[src/rtl/or1200_lsu_dec_engine_if.sv]
// Load-decrypt engine bus: pad input channel, encrypted load channel and plaintext output.
interface or1200_lsu_dec_engine_if;
  logic        pad_valid;
  logic        pad_ready;
  logic [31:0] pad_data;
  logic        ld_valid;
  logic        ld_ready;
  logic [1:0]  ld_size;
  logic [31:0] ld_data;
  logic        out_valid;
  logic        out_ready;
  logic [31:0] out_data;

  // Driver side: pad generator, dcache return path and writeback stage.
  modport master (
    output pad_valid, pad_data, ld_valid, ld_size, ld_data, out_ready,
    input  pad_ready, ld_ready, out_valid, out_data
  );

  // Engine side.
  modport slave (
    input  pad_valid, pad_data, ld_valid, ld_size, ld_data, out_ready,
    output pad_ready, ld_ready, out_valid, out_data
  );
endinterface

[src/rtl/or1200_lsu_dec_engine.sv]
// LSU load-path decrypt engine: buffers keystream pads in a FIFO, XORs the
// size-selected lanes of each encrypted load with the oldest pad and presents
// the plaintext on a registered valid/ready output.
module or1200_lsu_dec_engine #(
  parameter int unsigned DEPTH = 4,
  parameter int unsigned CW    = 3
) (
  input  logic                   clk,
  input  logic                   rst,
  input  logic                   flush,
  or1200_lsu_dec_engine_if.slave bus,
  output logic [CW-1:0]          pad_count,
  output logic [15:0]            dec_cnt
);

  localparam int unsigned PW = (DEPTH > 1) ? $clog2(DEPTH) : 1;

  logic [31:0]   padMem [DEPTH];
  logic [PW-1:0] wrPtrQ, rdPtrQ;
  logic [CW-1:0] padCountQ;
  logic          outValidQ;
  logic [31:0]   outDataQ;
  logic [15:0]   decCntQ;

  logic          isBypass, padAvail, push, fire, pop;
  logic [31:0]   headPad, decData;

  assign isBypass = (bus.ld_size == 2'b11);
  assign padAvail = (padCountQ != '0);
  assign headPad  = padMem[rdPtrQ];

  assign bus.pad_ready = !rst && !flush && (padCountQ != CW'(DEPTH));
  // Output register must be free or draining this cycle, and encrypted loads need a pad.
  assign bus.ld_ready  = !rst && !flush && (!outValidQ || bus.out_ready) && (isBypass || padAvail);

  assign push = bus.pad_valid && bus.pad_ready;
  assign fire = bus.ld_valid && bus.ld_ready;
  assign pop  = fire && !isBypass;

  assign bus.out_valid = outValidQ;
  assign bus.out_data  = outDataQ;
  assign pad_count     = padCountQ;
  assign dec_cnt       = decCntQ;

  // Lane select: pad is consumed from its top bits so it lines up with the store side.
  always_comb begin
    decData = bus.ld_data;
    unique case (bus.ld_size)
      2'b00:   decData = {bus.ld_data[31:8], bus.ld_data[7:0] ^ headPad[31:24]};
      2'b01:   decData = {bus.ld_data[31:16], bus.ld_data[15:0] ^ headPad[31:16]};
      2'b10:   decData = bus.ld_data ^ headPad;
      default: decData = bus.ld_data;
    endcase
  end

  // Pad storage; contents need no reset since the count gates every read.
  always_ff @(posedge clk) begin
    if (push) begin
      padMem[wrPtrQ] <= bus.pad_data;
    end
  end

  // FIFO pointers and occupancy; flush and reset both drop all buffered pads.
  always_ff @(posedge clk) begin
    if (rst || flush) begin
      wrPtrQ    <= '0;
      rdPtrQ    <= '0;
      padCountQ <= '0;
    end else begin
      if (push) wrPtrQ <= wrPtrQ + PW'(1);
      if (pop)  rdPtrQ <= rdPtrQ + PW'(1);
      if (push && !pop) begin
        padCountQ <= padCountQ + CW'(1);
      end else if (pop && !push) begin
        padCountQ <= padCountQ - CW'(1);
      end
    end
  end

  // Output register: loads on a fire, drops valid once the consumer takes it.
  always_ff @(posedge clk) begin
    if (rst) begin
      outValidQ <= 1'b0;
      outDataQ  <= '0;
    end else if (flush) begin
      outValidQ <= 1'b0;
    end else if (fire) begin
      outValidQ <= 1'b1;
      outDataQ  <= decData;
    end else if (bus.out_ready) begin
      outValidQ <= 1'b0;
    end
  end

  // Saturating count of decrypted loads; survives flush.
  always_ff @(posedge clk) begin
    if (rst) begin
      decCntQ <= '0;
    end else if (pop && (decCntQ != 16'hFFFF)) begin
      decCntQ <= decCntQ + 16'd1;
    end
  end

endmodule
[src/flat_wrapper.sv]
// flat-port wrapper written by rule: the top's interface ports become plain ports
module or1200_lsu_dec_engine_flat 
#(
  parameter int unsigned DEPTH = 4,
  parameter int unsigned CW    = 3
)
  (clk, rst, flush, pad_count, dec_cnt, bus_pad_valid, bus_pad_data, bus_ld_valid, bus_ld_size, bus_ld_data, bus_out_ready, bus_pad_ready, bus_ld_ready, bus_out_valid, bus_out_data);
  or1200_lsu_dec_engine_if bus_i ();
  input  logic clk;
  input  logic rst;
  input  logic flush;
  output logic [CW-1:0] pad_count;
  output logic [15:0] dec_cnt;
  input wire logic [$bits(bus_i.pad_valid)-1:0] bus_pad_valid;
  input wire logic [$bits(bus_i.pad_data)-1:0] bus_pad_data;
  input wire logic [$bits(bus_i.ld_valid)-1:0] bus_ld_valid;
  input wire logic [$bits(bus_i.ld_size)-1:0] bus_ld_size;
  input wire logic [$bits(bus_i.ld_data)-1:0] bus_ld_data;
  input wire logic [$bits(bus_i.out_ready)-1:0] bus_out_ready;
  output wire logic [$bits(bus_i.pad_ready)-1:0] bus_pad_ready;
  output wire logic [$bits(bus_i.ld_ready)-1:0] bus_ld_ready;
  output wire logic [$bits(bus_i.out_valid)-1:0] bus_out_valid;
  output wire logic [$bits(bus_i.out_data)-1:0] bus_out_data;
  assign bus_i.pad_valid = bus_pad_valid;
  assign bus_i.pad_data = bus_pad_data;
  assign bus_i.ld_valid = bus_ld_valid;
  assign bus_i.ld_size = bus_ld_size;
  assign bus_i.ld_data = bus_ld_data;
  assign bus_i.out_ready = bus_out_ready;
  assign bus_pad_ready = bus_i.pad_ready;
  assign bus_ld_ready = bus_i.ld_ready;
  assign bus_out_valid = bus_i.out_valid;
  assign bus_out_data = bus_i.out_data;
  or1200_lsu_dec_engine #(.DEPTH(DEPTH), .CW(CW)) u_core (.clk(clk), .rst(rst), .flush(flush), .bus(bus_i), .pad_count(pad_count), .dec_cnt(dec_cnt));
endmodule
[config.mk]
export PLATFORM = sky130hd
export DESIGN_NAME = or1200_lsu_dec_engine_flat
export DESIGN_NICKNAME = d
export VERILOG_FILES = /design/src/rtl/or1200_lsu_dec_engine_if.sv /design/src/rtl/or1200_lsu_dec_engine.sv /design/src/flat_wrapper.sv
export SDC_FILE = /design/constraint.sdc
export NUM_CORES = 1
export LEC_CHECK = 0
export CORE_MARGIN = 2
export CORE_UTILIZATION = 54
export DETAILED_ROUTE_END_ITERATION = 10
export PLACE_DENSITY = 0.81
export RECOVER_POWER = 50
export SLEW_MARGIN = 20
export SYNTH_ARGS = -nofsm -noshare
export SYNTH_HDL_FRONTEND = slang
export SYNTH_SLANG_ARGS = --single-unit
[constraint.sdc]
create_clock -name clk -period 3.7 [get_ports clk]
set_clock_uncertainty 0.05 [all_clocks]
set_input_delay 0.925 -clock clk [delete_from_list [all_inputs] [get_ports clk]]
set_output_delay 0.925 -clock clk [all_outputs]
set_load 0.02 [all_outputs]
# Word level (Yosys, flattened, before mapping)
# Memories as Yosys holds them, arrays and structs flattened. A register that Yosys moved wholly into a read port is not among the register bits.
# Cells that the tools add are included.
dict set report word_totals {
  ff_bits 56
  ram_bits 128
  in_bits 72
  output_inout_bits 54
  elab_cells 55
  mem_count 1
}
dict set report classes {
  addsub 5
  eq_ne 5
  n_mux 9
  bitwise_logic 4
  n_reduce_logical 25
}
# name depth width read_ports rd_clocked_by_memory_dff wr line
set mem_list {}
lappend mem_list {u_core.padMem 4 32 1 1 1 or1200_lsu_dec_engine.sv:18} ;# logic [31:0] padMem [DEPTH];
# cell n
set ops {}
lappend ops {{case mux 32 bit (3 select lines)} 1}
lappend ops {{XOR 32 bit} 1}
lappend ops {{adder 16 x 1 -> 16 bit (second input constant)} 1}
lappend ops {{inequality test 16 bit (second input constant)} 1}
lappend ops {{XOR 16 bit} 1}
lappend ops {{logical AND 1 bit} 10}
lappend ops {{XOR 8 bit} 1}
lappend ops {{logical NOT 1 bit} 6}
lappend ops {{2-to-1 mux 3 bit} 2}
lappend ops {{adder 2 x 1 -> 2 bit (second input constant)} 2}
lappend ops {{== test 2 bit (second input constant)} 2}
lappend ops {{2-to-1 mux 1 bit} 4}
lappend ops {{2-to-1 mux 2 bit} 2}
lappend ops {{nonzero test 2 bit} 2}
lappend ops {{adder 3 x 1 -> 3 bit (second input constant)} 1}
lappend ops {{logical OR 1 bit} 3}
lappend ops {{inequality test 3 bit (second input constant)} 1}
lappend ops {{nonzero test 3 bit} 1}
lappend ops {{subtractor 3 x 1 -> 3 bit (second input constant)} 1}
lappend ops {{== test 2 x 1 -> 1 bit (second input constant)} 1}
lappend ops {{logical NOT 2 bit} 1}
lappend ops {{AND reduction 2 bit} 1}
lappend ops {{OR reduction 2 bit} 1}
lappend ops {{NOT 1 bit} 1}

# Logic depth before layout (Yosys ltp)
dict set report logic_depth {
  depth_word 9
  ltp_mapped 12
  mapped_depth_nobuf 9
}

# Worst setup path before layout
# Ideal clock, no wire load.
dict set report synth_path {
  kind {input to register}
  startpoint {input rst}
  endpoint {register u_core.padCountQ[2], in the netlist u_core.pad_count[2]}
  setup_ps 70
  t_arrival_ps 3442
  required_ps 3580
  slack_ps 138
  path_stages 12
  n_path_buf 3
  cell_sequence {buf_2 > or2_2 > buf_2 > a21oi_1 > and2_1 > buf_2 > ha_1 > inv_1 > fa_1 > xor2_1 > or3_1 > a21oi_1}
}
dict set report synth_via {
  elab_cells_between_ends 15
  classes_between {mux (1); reduce/logical (14)}
}
# element line
set synth_rtl {}
lappend synth_rtl {{from (decl)} flat_wrapper.sv:10} ;# input logic rst;
lappend synth_rtl {{logical NOT 1 bit (*)} or1200_lsu_dec_engine.sv:32} ;# assign bus.pad_ready = !rst && !flush && (padCountQ != CW'(DEPTH));
lappend synth_rtl {{logical AND 1 bit (*) (2 in a row)} or1200_lsu_dec_engine.sv:32}
lappend synth_rtl {{net bus_pad_ready} flat_wrapper.sv:20} ;# output wire logic [$bits(bus_i.pad_ready)-1:0] bus_pad_ready;
lappend synth_rtl {{logical AND 1 bit (*)} or1200_lsu_dec_engine.sv:36} ;# assign push = bus.pad_valid && bus.pad_ready;
lappend synth_rtl {{net u_core.push} or1200_lsu_dec_engine.sv:25} ;# logic isBypass, padAvail, push, fire, pop;
lappend synth_rtl {{logical NOT 1 bit} or1200_lsu_dec_engine.sv:74} ;# end else if (pop && !push) begin
lappend synth_rtl {{logical AND 1 bit} or1200_lsu_dec_engine.sv:74}
lappend synth_rtl {{nonzero test 2 bit (no source line)} -}
lappend synth_rtl {{to (signal assigned)} or1200_lsu_dec_engine.sv:73} ;# padCountQ <= padCountQ + CW'(1);
lappend synth_rtl {{to (signal assigned)} or1200_lsu_dec_engine.sv:75} ;# padCountQ <= padCountQ - CW'(1);
lappend synth_rtl {{to (decl)} or1200_lsu_dec_engine.sv:20} ;# logic [CW-1:0] padCountQ;
# The timed path passes the listed nets; every way through them passes the cells marked *.
# A chain may end at the register's enable or synchronous reset.

# Worst setup path in the final report
dict set report layout_path {
  startpoint {input bus_ld_size[0]}
  endpoint {output bus_ld_ready}
}
dict set report layout_via {
  elab_chain_cells 3
}
# element line
set layout_lines {}
lappend layout_lines {{from (decl)} flat_wrapper.sv:17} ;# input wire logic [$bits(bus_i.ld_size)-1:0] bus_ld_size;
lappend layout_lines {{== test 2 bit} or1200_lsu_dec_engine.sv:28} ;# assign isBypass = (bus.ld_size == 2'b11);
lappend layout_lines {{logical OR 1 bit} or1200_lsu_dec_engine.sv:34} ;# assign bus.ld_ready = !rst && !flush && (!outValidQ || bus.out_ready) && (isBypass || padAvail);
lappend layout_lines {{logical AND 1 bit} or1200_lsu_dec_engine.sv:34}
lappend layout_lines {{to (decl)} flat_wrapper.sv:21} ;# output wire logic [$bits(bus_i.ld_ready)-1:0] bus_ld_ready;
# Every way passes these cells.

==> impl_metrics.toml <==
[setup_path]
critPathKind = "input port to primary output"
cp_cell_sequence = "clkdlybuf4s50_1, a2111oi_2, nor2_1, clkdlybuf4s50_1"
slowest_stage = "clkdlybuf4s50_1"
cp_data_required_time_ps = 2720
crit_top_cell = "clkdlybuf4s50_1"
path_max_fanout = 3
arrival_ps = 2560
endpoint_kind = "primary output"
critPathMaxStageDelay_ps = 550
critPathLaunchType = "input port"

[power]
static-leakage-power_nw = 3.33
total_power_mw = 4.30
ir_drop_mv = 0.311
clockPowerShare_pct = 41.1
pwr-share-comb_pct = 6.4
p_sw_share_pct = 21.3
p_per_area_nw_per_um2 = 434
seqPwrFrac_pct = 52.5
switching_power_uw = 917
internal-power_mw = 3.38

[floorplan]
start_util_pct = 54.8
core-area_um2 = 14400
die_x_um = 125
pin_count = 126
rows = 44
die_h_um = 125
design.die.area_um2 = 15600

[synth]
synth_top_area_share_pct = 48.7
netlist_top_cells_area = "edfxtp_1 (49%), dfxtp_1 (15%), mux4_2 (8.3%)"
ys_types = 49
yosysSeqAreaShare_pct = 63.4
yosysWarnings = 0
synthCells = 570
synth_area_leader_cell = "edfxtp_1"
syn_nets = 649
syn_avg_cell_area_um2 = 13.9
yosys_register_bits = 186
synthesis.area_um2 = 7900

[grt]
grt_usage_pct = 23.3
grt_pass1_vias = 5211
grt_pass1_wl_um = 28100
grt_max_degree = 34
antenna_found_initial = 1
overflow = 0

[route]
met2_length_um = 8720
viasPerCell = 5.89
drc = 0
wl_met1_um = 7740
via_count = 5285
ant_nets = 0
drt-total-wl_um = 17900
dr.max_layer_used = "met4"
wl_met3_um = 1060
wl_per_cell_um = 19.9
drtIter0Drc = 507
drtPass1Iterations = 5

[cells_and_area]
nFillCells = 1002
multi_input_area_um2 = 2670
num-nets-final = 778
drive_above_1_share_pct = 12.1
fin_util_pct = 68.7
regArea_um2 = 5010
syn2layout_area_growth_pct = 25.5

[clock_network]
clock_latency_ps = 420
cts.sinks = 186
clockRootBuffer = "clkbuf_16"
path_clk_slew_ps = 60
cts_buffers = 17
tritoncts = "built"
cts_buffer_depth = 2
cts_max_level = 4
holdBufCountCts = 0
post_cts_buffers = 0
cts_resized = 0

[sta]
tns_ps = 0
max_freq_ghz = 0.283
worstMarginPinSlew_ps = 1240
rsz0062_at_grt = "false"
slew_headroom_pct = 16.6
hold_viol = 0
period_needed_ps = 3540
fin_crit_sh_pct = 95.6
setup_viol = 0
slew_viol_final = 0

[hold_path]
hp-class = "flip-flop to flip-flop"

[run_status]
outcome = "finished clean"

[placement]
io_buffers = 125
dp.final_hpwl_um = 12400
gp_congestion = 0.860

[run]
max_cap_violations = 0
[critical path: cells and delay by family]
kind / cells / cell delay (ps)
AO/OA/AOI/OAI: 1 / 520
buffers and inverters: 2 / 1020
AND/OR/NAND/NOR: 1 / 100
[synth_stat cells (all sizes together)]
master   number
mux2i        15
and4b         1
nand3        10
a21oi        21
clkbuf       15
a22oi         8
edfxtp      128
o22ai         2
o311ai        2
o311a         1
or2           2
ha            6
nand4         4
inv           8
o2bb2ai       2
and2          1
nor3          1
nand2        50
o211ai        5
or3           8
o41ai         3
nor2         41
a221oi        5
a32oi         5
o21ai        17
o21bai        1
and3          8
a211oi       24
xnor2        12
nand2b       10
buf          19
mux4         29
nor2b         7
mux2          6
o31ai         5
dfxtp        58
fa            1
or4           4
a2111oi       2
a211o         2
xor2         21
[power by group through the flow]
stage / Sequential [mW] / Combinational [mW] / Clock (mW)
floorplan: 2.32 / 0.114 / 0
global route: 2.26 / 0.296 / 1.88
detailed placement: 2.30 / 0.286 / 0
global placement: 2.30 / 0.278 / 0
finish: 2.26 / 0.276 / 1.77
CTS: 2.26 / 0.289 / 1.79
[placed cells by master, fill, tap and decap left out, drive strengths merged, types with 3 or more instances in the layout]
master           n
a22oi            8
nand2           50
a211oi          24
nor2b            7
edfxtp         128
mux4            29
and3             8
a21oi           21
clkinv           6
o31ai            5
ha               6
dlygate4sd3     76
o21ai           17
mux2i           15
mux2             6
xor2            21
clkdlybuf4s50   49
o41ai            3
or4              4
o211ai           5
dfxtp           58
inv             12
or3              8
nand2b          10
clkbuf          22
a221oi           5
xnor2           12
nand3           10
nor2            41
nand4            4
buf             16
a32oi            5
[metrics by stage]
step | setup slack [ps] | cell area, um2 | hold WS (ps) | std cells
6_report | 162 | 9910 | 407 | 897
5_1_grt | 80.8 | 9910 | 431 | 897
4_1_cts | 149 | 9940 | 411 | 896
3_5_place_dp | 126 | 9370 | 402 | 864
3_3_place_gp | 187 | 9370 | 400 | 864
2_1_floorplan | 138 | 7900 | 435 | 570
[final timing paths]
path / startpoint / to / slack, ps / cells after the start
setup reg to reg: u_core.dec_cnt[1] / u_core.dec_cnt[3] / 730 / 6
setup / recovery: bus_ld_size[0] / bus_ld_ready / 160 / 4
hold / removal: u_core.bus.out_data[8] / u_core.bus.out_data[8] / 410 / 2
hold reg to reg: u_core.bus.out_data[8] / u_core.bus.out_data[8] / 410 / 2
[final cells by class]
cell class	instances	area share, %
clock buffer	19	4.37
sequential	186	50.5
antenna	1	0.0252
tap	184	2.32
inverter	8	0.303
multi-input combinational	342	27.0
clock inverter	13	1.44
timing repair buffer	144	14.1
[registers in the layout, summed over array words and instances, names as in the netlist, named ones only]
| register | count |
|---|---|
| u_core.bus.out_valid | 1 |
| u_core.dec_cnt | 16 |
| u_core.padMem | 128 |
| u_core.pad_count | 3 |
| u_core.rdPtrQ | 2 |
| u_core.wrPtrQ | 2 |
| u_core.bus.out_data | 32 |
[metal layers]
metal  GRT usage, %  vias to the layer above
met1           31.5                     2589
met4           10.0                        0
li1               -                     2448
met5              0                        -
met3           5.01                       30
met2           36.9                      218
[kinds of logic after synthesis]
group	count (synthesis)	share of synthesized area [%]
and+or+nand+nor	147	8.82
adders and majority gates	7	1.20
xor gates and xnor gates	33	3.66
DFF	186	63.4
AOI/OAI and AO/OA	105	9.36
buffers and inverters	42	2.57
muxes	50	11.0
(Power assumes the default switching activity.)
